## config.mk

```make
export PLATFORM = sky130hd
export DESIGN_NAME = rx_parity_engine
export DESIGN_NICKNAME = d
export VERILOG_FILES = /design/src/rtl/rx_parity_engine.sv
export SDC_FILE = /design/constraint.sdc
export NUM_CORES = 1
export LEC_CHECK = 0
export BUFFER_PORTS_ARGS = -buffer_cell sky130_fd_sc_hd__buf_4
export CORE_MARGIN = 2
export CORE_UTILIZATION = 48
export DETAILED_ROUTE_END_ITERATION = 6
export PLACE_DENSITY = 0.79
export SLEW_MARGIN = 20
export SYNTH_ARGS = -nofsm -noshare
export SYNTH_HDL_FRONTEND = slang
export SYNTH_SLANG_ARGS = --single-unit
```

## constraint.sdc

```tcl
create_clock -name clk -period 1.77 [get_ports clk]
set_input_delay 0.2655 -clock clk [delete_from_list [all_inputs] [get_ports clk]]
set_output_delay 0.2655 -clock clk [all_outputs]
set_load 0.005 [all_outputs]
```

## src/rtl/rx_parity_engine.sv

```systemverilog
// Bit-serial UART receive parity checker: accumulates data-bit parity, checks the
// parity bit against the latched mode, and flags sequencing errors.
module rx_parity_engine #(
    parameter int unsigned DATA_WIDTH = 8,
    parameter int unsigned CNT_WIDTH  = 8
) (
    input  logic                 clk,
    input  logic                 rst,
    input  logic                 new_frame,
    input  logic                 parity_en,
    input  logic [1:0]           par_mode,
    input  logic                 bit_valid,
    input  logic                 par_valid,
    input  logic                 sampled_bit,
    input  logic                 cnt_clr,
    output logic                 parity_error,
    output logic                 seq_error,
    output logic                 par_done,
    output logic [CNT_WIDTH-1:0] err_count
);

    localparam int unsigned BW = $clog2(DATA_WIDTH + 1);
    localparam logic [BW-1:0] LAST_BIT = BW'(DATA_WIDTH - 1);

    typedef enum logic [1:0] {
        IDLE     = 2'd0,
        DATA     = 2'd1,
        WAIT_PAR = 2'd2
    } state_t;

    state_t               state_q, state_d;
    logic                 acc_q, acc_d;
    logic [BW-1:0]        bit_cnt_q, bit_cnt_d;
    logic                 en_q, en_d;
    logic [1:0]           mode_q, mode_d;
    logic                 perr_d, serr_d, done_d;
    logic [CNT_WIDTH-1:0] err_count_d;
    logic                 mismatch;
    logic                 expected;

    always_comb begin
        unique case (mode_q)
            2'b00:   expected = acc_q;
            2'b01:   expected = ~acc_q;
            2'b10:   expected = 1'b1;
            default: expected = 1'b0;
        endcase
    end

    always_comb begin
        state_d   = state_q;
        acc_d     = acc_q;
        bit_cnt_d = bit_cnt_q;
        en_d      = en_q;
        mode_d    = mode_q;
        perr_d    = parity_error;
        serr_d    = seq_error;
        done_d    = 1'b0;
        mismatch  = 1'b0;

        if (new_frame) begin
            acc_d     = 1'b0;
            bit_cnt_d = '0;
            perr_d    = 1'b0;
            serr_d    = 1'b0;
            en_d      = parity_en;
            mode_d    = par_mode;
            state_d   = DATA;
        end else begin
            unique case (state_q)
                DATA: begin
                    if (par_valid) begin
                        serr_d  = 1'b1;
                        state_d = IDLE;
                    end else if (bit_valid) begin
                        acc_d     = acc_q ^ sampled_bit;
                        bit_cnt_d = bit_cnt_q + BW'(1);
                        if (bit_cnt_q == LAST_BIT) begin
                            if (en_q) begin
                                state_d = WAIT_PAR;
                            end else begin
                                done_d  = 1'b1;
                                state_d = IDLE;
                            end
                        end
                    end
                end
                WAIT_PAR: begin
                    // bit_valid here (alone or with par_valid) is an ordering fault
                    if (bit_valid) begin
                        serr_d  = 1'b1;
                        state_d = IDLE;
                    end else if (par_valid) begin
                        mismatch = (sampled_bit != expected);
                        perr_d   = mismatch;
                        done_d   = 1'b1;
                        state_d  = IDLE;
                    end
                end
                default: ;
            endcase
        end
    end

    always_comb begin
        err_count_d = err_count;
        if (cnt_clr) begin
            err_count_d = '0;
        end else if (mismatch && (err_count != '1)) begin
            err_count_d = err_count + CNT_WIDTH'(1);
        end
    end

    always_ff @(posedge clk) begin
        if (!rst) begin
            state_q      <= IDLE;
            acc_q        <= 1'b0;
            bit_cnt_q    <= '0;
            en_q         <= 1'b0;
            mode_q       <= 2'b00;
            parity_error <= 1'b0;
            seq_error    <= 1'b0;
            par_done     <= 1'b0;
            err_count    <= '0;
        end else begin
            state_q      <= state_d;
            acc_q        <= acc_d;
            bit_cnt_q    <= bit_cnt_d;
            en_q         <= en_d;
            mode_q       <= mode_d;
            parity_error <= perr_d;
            seq_error    <= serr_d;
            par_done     <= done_d;
            err_count    <= err_count_d;
        end
    end

endmodule

```

# Yosys cells after proc, flatten, opt, wreduce, memory -nomap -nowiden
# Cells that the tools add are included.
[totals]
reg_bits = 21
[classes]
n_mux = 23
addsub = 2
eq_ne = 15
reduce_logical = 11
bitwise = 5
[op_table]
columns = ["operator", "n"]
rows = [
  ["1-bit two-way mux", 13],
  ["2-bit two-way mux", 6],
  ["4-bit != test, second input constant", 3],
  ["3-bit != test, second input constant", 3],
  ["3-bit AND reduction", 3],
  ["8-bit by 1-bit adder with 8-bit output, second input constant", 1],
  ["8-bit != test, second input constant", 1],
  ["4-bit AND reduction", 2],
  ["4-bit by 1-bit adder with 4-bit output, second input constant", 1],
  ["2-bit by 1-bit == test with 1-bit output, second input constant", 2],
  ["2-bit == test, second input constant", 2],
  ["4-bit by 3-bit == test with 1-bit output, second input constant", 1],
  ["2-bit != test, second input constant", 2],
  ["1-bit NOT", 4],
  ["1-bit one-hot mux with 2 select lines", 2],
  ["2-bit one-hot mux with 2 select lines", 1],
  ["2-bit OR reduction", 2],
  ["1-bit one-hot mux with 3 select lines", 1],
  ["3-bit nonzero test", 1],
  ["2-bit zero test", 1],
  ["2-bit nonzero test", 1],
  ["1-bit logical AND", 1],
  ["1-bit != test", 1],
  ["1-bit bitwise XOR", 1],
]

# Longest topological paths before layout
# Gate-level depths: netlist of the first run.
[logic_depth]
word_depth = 8
depth_mapped = 7
ltp_nobuf = 6

# Worst setup path before layout of the first run
# OpenSTA, ideal clock, no wires.
[synth_path]
path_type = "register to register"
start = "register err_count[0]"
end = "register err_count[2]"
path_stages_with_launch = 7
t_arrival_ns = 1.716
setup_slack_ns = -0.016
required_time_ns = 1.700
setup_time_ns = 0.070
cell_sequence = "dfxtp_1 > ha_1 > and3_1 > a211o_1 > buf_6 > or4_1 > a21oi_1"
[synth_between]
elab_chain_len = 2
word_cells_on_any_way = 3
[synth_lines]
columns = ["item", "line_no", "rtl"]
rows = [
  ["start, declared", "19", "output logic [CNT_WIDTH-1:0] err_count"],
  ["start signal, assigned", "134", "err_count <= err_count_d;"],
  ["branches (longest 2 deep; another with 8-bit by 1-bit adder with 8-bit output)", "-", ""],
]
# Parallel ways; which one is timed is not known.
# A chain may end at the register's enable or synchronous reset.

# Final worst setup path of the first run
[layout_path]
start = "register err_count[0]"
end = "register err_count[3]"
# The elaborated chain is that of the path after synthesis.

==> impl_metrics.json, run 1 <==
{
  "min_to": "state_q[0]",
  "multiInputGateArea_sq_um": 626,
  "htree_levels": 1,
  "final_cell_mix": "buf_4, dfxtp_1, nand2_1, a21oi_1, nor2_1",
  "num-fill-cells": 199,
  "path_max_fanout": 6,
  "fin_skew_ns": 0.00522,
  "fin_crit_sh": 0.974,
  "p_sw_uw": 208,
  "die_h_um": 51.0,
  "worstMarginPinSlew_ns": 0.490,
  "fmax_mhz": 580,
  "synth_area_sq_um": 1060,
  "wl_per_cell_um": 12.5,
  "antenna_cells": 0,
  "drv_slew": 0,
  "viasPerCell": 5.42,
  "reg2regPathDepth": 5,
  "crit_type": "register to register",
  "grt_max_degree": 13,
  "p_per_area_nw_per_um2": 609,
  "ys_types": 33,
  "dieWidth_um": 51.0,
  "hold_buffers": 0,
  "vias": 949,
  "first_pass_iters": 4,
  "core_area_sq_um": 2150,
  "gr-total-overflow": 0,
  "ant_nets": 0,
  "syn_inst": 119,
  "final-setup-viol-count": 0,
  "critPathLaunchType": "register",
  "irDropWorstVdd_uv": 403,
  "fin_crit_ns": 1.72,
  "finalWirelength_um": 2190,
  "required_ns": 2.01,
  "ys_warn_count": 0,
  "reg2reg_to": "err_count[3]",
  "clkSinkCount": 21,
  "cts_root_buf": "clkbuf_4",
  "synth-seq-cells": 21,
  "end_kind": "register",
  "first_global_vias": 883,
  "seq_power_share": 0.596,
  "hold_depth": 2,
  "drive_gt1_frac": 0.272,
  "power.leakage_uw": 0.000541,
  "initial_utilization": 0.493,
  "antenna_found_initial": 0,
  "min_from": "rst",
  "register_area_sq_um": 422,
  "rsz0062_at_grt": "yes",
  "nets": 162,
  "holdWs_ns": 0.212,
  "numCtsBuffers": 3,
  "gp_congestion": 0.774,
  "syn-mean-instance-area_sq_um": 8.90,
  "drt-initial-drc-count": 17,
  "rows": 17,
  "arrival_ns": 1.97,
  "tritoncts": "yes",
  "port_buffers": 20,
  "dpl.hpwl_um": 1620,
  "drc": 0,
  "grt_usage": 0.190,
  "status": "finished, final reports clean",
  "ys_seq_area_frac": 0.397,
  "dieArea_sq_um": 2600,
  "rrSetupSlack_ns": 0.05,
  "final_common_cell": "buf_4",
  "clk_latency_ns": 0.31,
  "final_hold_viol_count": 0,
  "relSlewSlack": 0.672,
  "syn2layout_area_growth_pct": 26.5,
  "ioPinCount": 21,
  "p_int_uw": 607,
  "clkPwrFrac": 0.290,
  "cts.path.max_buffers": 2,
  "r2r-start": "err_count[0]",
  "syn_nets": 133,
  "hold_path.class": "input port to register",
  "clk_pin_slew_ns": 0.12,
  "p_sw_frac": 0.255,
  "p_total_uw": 815,
  "grt_pass1_wl_um": 3760,
  "cap_violations": 0,
  "comb_power_share": 0.114
}
==> metal layers <==
layer / part of all wire / vias up / wire, um / global-route usage
met5: 0 / - / 0 / 0
met4: 0.0064 / 0 / 14 / 0.0676
met1: 0.47 / 440 / 1040 / 0.250
met2: 0.47 / 31 / 1040 / 0.307
met3: 0.043 / 2 / 94 / 0.0380
li1: - / 476 / - / -
==> metrics by stage <==
step	std cells	setup TNS [ns]	utilization	instance area, sq um	worst slack [ns]
6_report	175	0	0.623	1340	0.0462
3_3_place_gp	170	0	0.595	1280	0.0229
5_1_grt	175	-0.0291	0.623	1340	-0.0148
4_1_cts	174	0	0.612	1320	0.00614
2_1_floorplan	119	0	-	1060	0.0201
3_5_place_dp	170	-0.0325	0.595	1280	-0.0168
==> cell usage after synthesis (all sizes together) <==
cell type   n  share of area
buf         2          0.015
nor2b       5          0.030
nand2b      6          0.035
o21a        1         0.0071
a21oi      10          0.047
xor2        4          0.033
and3b       1         0.0083
or3         1         0.0059
o31ai       3          0.021
and3        1         0.0059
nand4       2          0.012
nand3       5          0.024
mux2i       7          0.066
nand2      10          0.035
nor4        2          0.012
a211o       1         0.0083
xnor2       3          0.032
ha          4          0.047
and4        1         0.0083
nor2        8          0.028
inv         5          0.018
o22ai       1         0.0059
nor3        2         0.0095
clkbuf      3          0.011
o21ai       3          0.014
or4         3          0.021
o31a        1         0.0083
dfxtp      21           0.40
nand3b      2          0.026
a211oi      1         0.0071
==> repair_timing <==
action	4_1_cts	5_1_grt
endpoints found under the setup margin	2	7
cloned	0	1
pin swaps	1	2
endpoints found under the hold margin	0	0
setup buffers	0	0
resized for setup	2	3
==> worst max path at each step <==
stage / to / slack [ns] / depth (start not counted) / from
floorplan: err_count[2] / 0.02 / 6 / err_count[0]
detailed placement: err_count[4] / -0.02 / 5 / err_count[0]
global route: err_count[5] / -0.01 / 5 / err_count[0]
CTS: err_count[4] / 0.006 / 5 / err_count[0]
global placement: err_count[3] / 0.02 / 5 / err_count[0]
finish: err_count[3] / 0.05 / 5 / err_count[0]
==> power groups by stage <==
stage	combinational [uW]	sequential (uW)	clock, uW
after detailed placement	88.4	496	0
after CTS	89.1	485	239
after global placement	86.0	496	0
final	93.2	485	236
after floorplan	59.6	495	0
after global routing	106	486	255
==> area by class of cell <==
class                   count  share of cell area
well taps                  28              0.0262
flip-flops and latches     21               0.315
clock inverters             1             0.00374
inverters                   5              0.0140
multi-input cells          89               0.467
clock buffers               3              0.0168
repair buffers             28               0.157
==> cells by family after synthesis <==
group | share of synthesized area
adders and majority gates | 0.0473
DFF | 0.397
and+or+nand+nor | 0.261
xor gates and xnor gates | 0.0650
muxes | 0.0662
buffers and inverters | 0.0437
AOI/OAI and AO/OA | 0.119
==> worst max-delay path, stage by stage (launching register included) <==
cell	delay, ns
dfxtp_2	0.34
ha_2	0.18
and3_4	0.19
a211o_4	0.36
or4_1	0.46
a21oi_1	0.14
==> flip-flops by register name (all words and copies together), names as in the netlist, 2 cells and up <==
signal     flops
err_count      8
state_q        2
mode_q         2
bit_cnt_q      4
Note: power is estimated with default switching activity, not from simulation.
==> inputs of run 2 (changes only) <==
- REMOVE_ABC_BUFFERS: default -> 1
==> impl_metrics.json, run 2 (synthesis gave the netlist of run 1 again) <==
{
  "status": "finished, final reports clean",
  "worstMarginPinSlew_ns": 0.582,
  "path_max_fanout": 8,
  "p_sw_uw": 209,
  "routed.top_layer": "met4",
  "power.leakage_uw": 0.000546,
  "hold_path.class": "input port to register",
  "gp_congestion": 0.823,
  "slowest_stage": "or4_4",
  "fin_crit_ns": 1.74,
  "comb_power_share": 0.117,
  "holdWs_ns": 0.207,
  "end_kind": "register",
  "relSlewSlack": 0.610,
  "die_h_um": 51.0,
  "htree_levels": 1,
  "vias": 935,
  "final_cell_mix": "buf_4, dfxtp_1, nand2_1",
  "dieWidth_um": 51.0,
  "drv_slew": 0,
  "p_per_area_nw_per_um2": 592,
  "reg.largest.list": "err_count: 8 flops, bit_cnt_q: 4 flops",
  "finalWirelength_um": 2340,
  "dpl.hpwl_um": 1720,
  "drt-initial-drc-count": 12,
  "max_flop_register": "err_count",
  "cp_slowest_stage_delay_ns": 0.49,
  "final_common_cell": "buf_4",
  "required_ns": 2.02,
  "rows": 17,
  "fin_skew_ns": 0.00560,
  "nets": 163,
  "arrival_ns": 2.00,
  "p_int_uw": 611,
  "clk_latency_ns": 0.31,
  "crit_type": "register to register",
  "wl_per_cell_um": 13.3,
  "seq_power_share": 0.592,
  "drive_gt1_frac": 0.318,
  "p_sw_frac": 0.255,
  "tritoncts": "yes",
  "fmax_mhz": 574,
  "first_pass_iters": 4,
  "initial_utilization": 0.493,
  "first_global_vias": 959,
  "routed-wl-met2_um": 1140,
  "largest_reg_flops": 8,
  "worstPathCellList": "ha_4, and3_4, a211o_4, or4_4, a21oi_2",
  "antenna_cells": 0,
  "cts_root_buf": "clkbuf_4",
  "port_buffers": 20,
  "clkPwrFrac": 0.290,
  "ioPinCount": 21,
  "dieArea_sq_um": 2600,
  "gr-total-overflow": 0,
  "cts.path.max_buffers": 2,
  "viasPerCell": 5.31,
  "grt_usage": 0.211,
  "syn2layout_area_growth_pct": 30.7,
  "core_area_sq_um": 2150,
  "clk_pin_slew_ns": 0.12,
  "cap_violations": 0,
  "grt_pass1_wl_um": 4160,
  "fin_crit_sh": 0.985,
  "irDropWorstVdd_uv": 657,
  "ant_nets": 0,
  "numCtsBuffers": 3,
  "final-setup-viol-count": 0,
  "drc": 0,
  "critPathLaunchType": "register",
  "antenna_found_initial": 0,
  "wl_met1_um": 1070,
  "rsz0062_at_grt": "yes",
  "clkSinkCount": 21,
  "grt_max_degree": 13,
  "wl_met3_um": 86,
  "final_hold_viol_count": 0,
  "fin_setup_tns_ns": 0
}
## run 2: changes by cell type in the layout (fill, tap and decap cells not counted), moves of 2 or more
cell     change
o31ai_1      -2
dfxtp_1      -2
dfxtp_2      +2
buf_4        +2
## run 2: power by group through the flow
stage,Sequential [uW],Combinational (uW),Clock (uW)
3_5_place_dp,496,89.2,0
5_1_grt,487,106,258
3_3_place_gp,496,85.6,0
4_1_cts,485,92.3,241
2_1_floorplan,495,52.9,0
6_report,485,96.0,238
## run 2: final cells by class
type                            count  area (sq um)
Clock buffer                        4          26.3
Fill cell                         186           764
Inverter                            5          18.8
Multi-Input combinational cell     88           654
Sequential cell                    21           424
Tap cell                           28          35.0
Timing Repair Buffer               30           225
## run 2: timing repair
item,in CTS,in global routing
hold buffers,0,0
buffers inserted,1,0
endpoints found under the setup margin,4,8
gates resized for setup,8,6
pin swaps,3,3
gates cloned,0,0
## run 2: critical path, delay by kind of cell, from the launching register on
kind	cells	cell delay, ns
flops	1	0.36
fa+ha+maj	1	0.16
compound gates	2	0.49
simple gates	2	0.67
## run 2: final timing paths
path / from / end / depth (start not counted) / slack, ns
min: par_mode[0] / mode_q[0] / 3 / 0.21
min reg2reg: seq_error / seq_error / 2 / 0.46
max reg2reg: err_count[0] / err_count[4] / 5 / 0.03
max: err_count[0] / err_count[4] / 5 / 0.03
## run 2: layer usage
metal,GRT usage,vias to the layer above
met2,0.344,19
li1,-,475
met3,0.0380,5
met1,0.275,436
met4,0.0811,0
met5,0,-
## run 2: through the flow
step           cells  setup WS, ns  total power (uW)  area [sq um]   util
4_1_cts          176       0.00113               818          1360  0.631
6_report         176        0.0271               819          1380  0.644
2_1_floorplan    114       -0.0442               548          1030      -
3_3_place_gp     171        0.0285               582          1280  0.598
3_5_place_dp     171       -0.0750               585          1280  0.598
5_1_grt          176      -0.00966               851          1380  0.644
==> inputs of run 3 (changes only) <==
--- a/config.mk
+++ b/config.mk
@@ -8,7 +8,7 @@
 export BUFFER_PORTS_ARGS = -buffer_cell sky130_fd_sc_hd__buf_4
 export CORE_MARGIN = 2
-export CORE_UTILIZATION = 48
+export CORE_UTILIZATION = 35
 export DETAILED_ROUTE_END_ITERATION = 6
-export PLACE_DENSITY = 0.79
+export PLACE_DENSITY = 0.62
 export REMOVE_ABC_BUFFERS = 1
 export SLEW_MARGIN = 20
==> constraint.sdc (replaced) <==
create_clock -name clk -period 1.77 [get_ports clk]
set_input_delay 0.2655 -clock clk [delete_from_list [all_inputs] [get_ports clk]]
set_output_delay 0.2655 -clock clk [all_outputs]
set_load 0.05 [all_outputs]
==> impl_metrics.json, run 3 (synthesis gave the netlist of run 1 again) <==
{
  "end_kind": "register",
  "critPathLaunchType": "register",
  "final_cell_mix": "buf_4, dfxtp_1, nand2_1",
  "first_pass_iters": 4,
  "relSlewSlack": 0.646,
  "power.leakage_uw": 0.000539,
  "required_ns": 2.03,
  "drt-initial-drc-count": 2,
  "tritoncts": "yes",
  "hold_depth": 3,
  "reg2reg_to": "err_count[3]",
  "reg2regPathDepth": 5,
  "nets": 161,
  "drc": 0,
  "comb_power_share": 0.120,
  "drv_slew": 0,
  "met2_usage": 0.240,
  "min_to": "mode_q[0]",
  "multiInputGateArea_sq_um": 641,
  "final_hold_viol_count": 0,
  "htree_levels": 1,
  "irDropWorstVdd_uv": 309,
  "ant_nets": 0,
  "met3_usage": 0.0218,
  "wl_per_cell_um": 13.2,
  "seq_power_share": 0.583,
  "reg.largest.list": "err_count: 8 flops, bit_cnt_q: 4 flops",
  "final_common_cell": "buf_4",
  "fin_ws_ns": 0.0434,
  "fmax_mhz": 579,
  "worstMarginPinSlew_ns": 0.528,
  "die_h_um": 59.0,
  "pre_cts_ws_ns": -0.0205,
  "num-fill-cells": 269,
  "rrSetupSlack_ns": 0.04,
  "fin_crit_ns": 1.73,
  "r2r-start": "err_count[0]",
  "first_global_vias": 906,
  "fin_skew_ns": 0.00508,
  "cts_root_buf": "clkbuf_4",
  "clkPwrFrac": 0.297,
  "final-setup-viol-count": 0,
  "clkSinkCount": 21,
  "min_from": "par_mode[0]",
  "fin_crit_sh": 0.975,
  "clk_latency_ns": 0.32,
  "drive_gt1_frac": 0.295,
  "grt_max_degree": 13,
  "antenna_found_initial": 0,
  "dieArea_sq_um": 3480,
  "p_sw_uw": 225,
  "path_max_fanout": 8,
  "status": "finished, final reports clean",
  "hold_buffers": 0,
  "grt_usage": 0.146,
  "max_flop_register": "err_count",
  "vias": 922,
  "grt_pass1_wl_um": 3800,
  "syn2layout_area_growth_pct": 28.6,
  "p_int_uw": 608,
  "fin_setup_tns_ns": 0,
  "ioPinCount": 21,
  "largest_reg_flops": 8,
  "p_per_area_nw_per_um2": 612,
  "finalWirelength_um": 2330,
  "cts.path.max_buffers": 2,
  "p_sw_frac": 0.270,
  "dpl.hpwl_um": 1670,
  "dieWidth_um": 59.0,
  "cap_violations": 0,
  "antenna_cells": 0,
  "clk_pin_slew_ns": 0.13,
  "port_buffers": 20,
  "gp_congestion": 0.754,
  "crit_type": "register to register",
  "top_usage_layer": "met2",
  "numCtsBuffers": 3,
  "gr-total-overflow": 0,
  "register_area_sq_um": 422,
  "core_area_sq_um": 2810,
  "arrival_ns": 1.98,
  "grt_use_met1": 0.179,
  "hold_path.class": "input port to register",
  "rows": 19,
  "viasPerCell": 5.21,
  "initial_utilization": 0.377
}
==> run 3: changes by cell type in the layout (fill, tap and decap cells not counted), sizes merged <==
cell    previous run  this run
buf               30        28
clkinv             0         1
clkbuf             4         3
==> run 3: worst max-delay path, stage by stage (launching register included) <==
cell and delay, ns:
dfxtp_2 0.34, ha_2 0.18, and3_4 0.18, a211o_4 0.37, or4_1 0.47, a21oi_1 0.13
==> run 3: cell type report <==
cell class,count,share of cell area
clock inverters,1,0.00368
flip-flops and latches,21,0.310
clock buffers,3,0.0165
repair buffers,28,0.157
multi-input cells,88,0.471
well taps,31,0.0285
inverters,5,0.0138
==> run 3: power by group through the flow <==
stage / combinational, uW / sequential [uW] / clock, uW
after floorplan: 52.9 / 499 / 0
final: 100 / 486 / 247
after CTS: 93.2 / 486 / 255
after detailed placement: 92.5 / 496 / 0
after global routing: 110 / 487 / 270
after global placement: 90.2 / 496 / 0
==> run 3: repair_timing <==
action	4_1_cts	5_1_grt
pin swaps	1	3
gates resized for setup	0	11
setup buffers	1	0
setup endpoints to repair	4	8
==> run 3: routing by layer <==
metal | part of all wire | vias up
met3 | 0.029 | 5
li1 | - | 474
met2 | 0.48 | 16
met1 | 0.46 | 427
met4 | 0.024 | 0
met5 | 0 | -
==> run 3: how the worst max path moves through the flow <==
stage,startpoint,end,slack [ns],cells after the start
2_1_floorplan,err_count[0],err_count[3],-0.29,5
3_3_place_gp,err_count[0],err_count[4],0.04,5
3_5_place_dp,err_count[0],err_count[3],-0.02,5
4_1_cts,err_count[0],err_count[0],0.003,6
5_1_grt,err_count[0],err_count[4],-0.003,6
6_report,err_count[0],err_count[3],0.04,5
==> run 3: per-stage QoR <==
| stage | area [sq um] | hold WS (ns) | std cells | total power (uW) | utilization |
|---|---|---|---|---|---|
| 2_1_floorplan | 1030 | 0.383 | 114 | 551 | - |
| 3_3_place_gp | 1270 | 0.439 | 172 | 586 | 0.454 |
| 3_5_place_dp | 1270 | 0.449 | 172 | 589 | 0.454 |
| 4_1_cts | 1310 | 0.186 | 177 | 834 | 0.466 |
| 5_1_grt | 1360 | 0.203 | 177 | 866 | 0.485 |
| 6_report | 1360 | 0.193 | 177 | 833 | 0.485 |
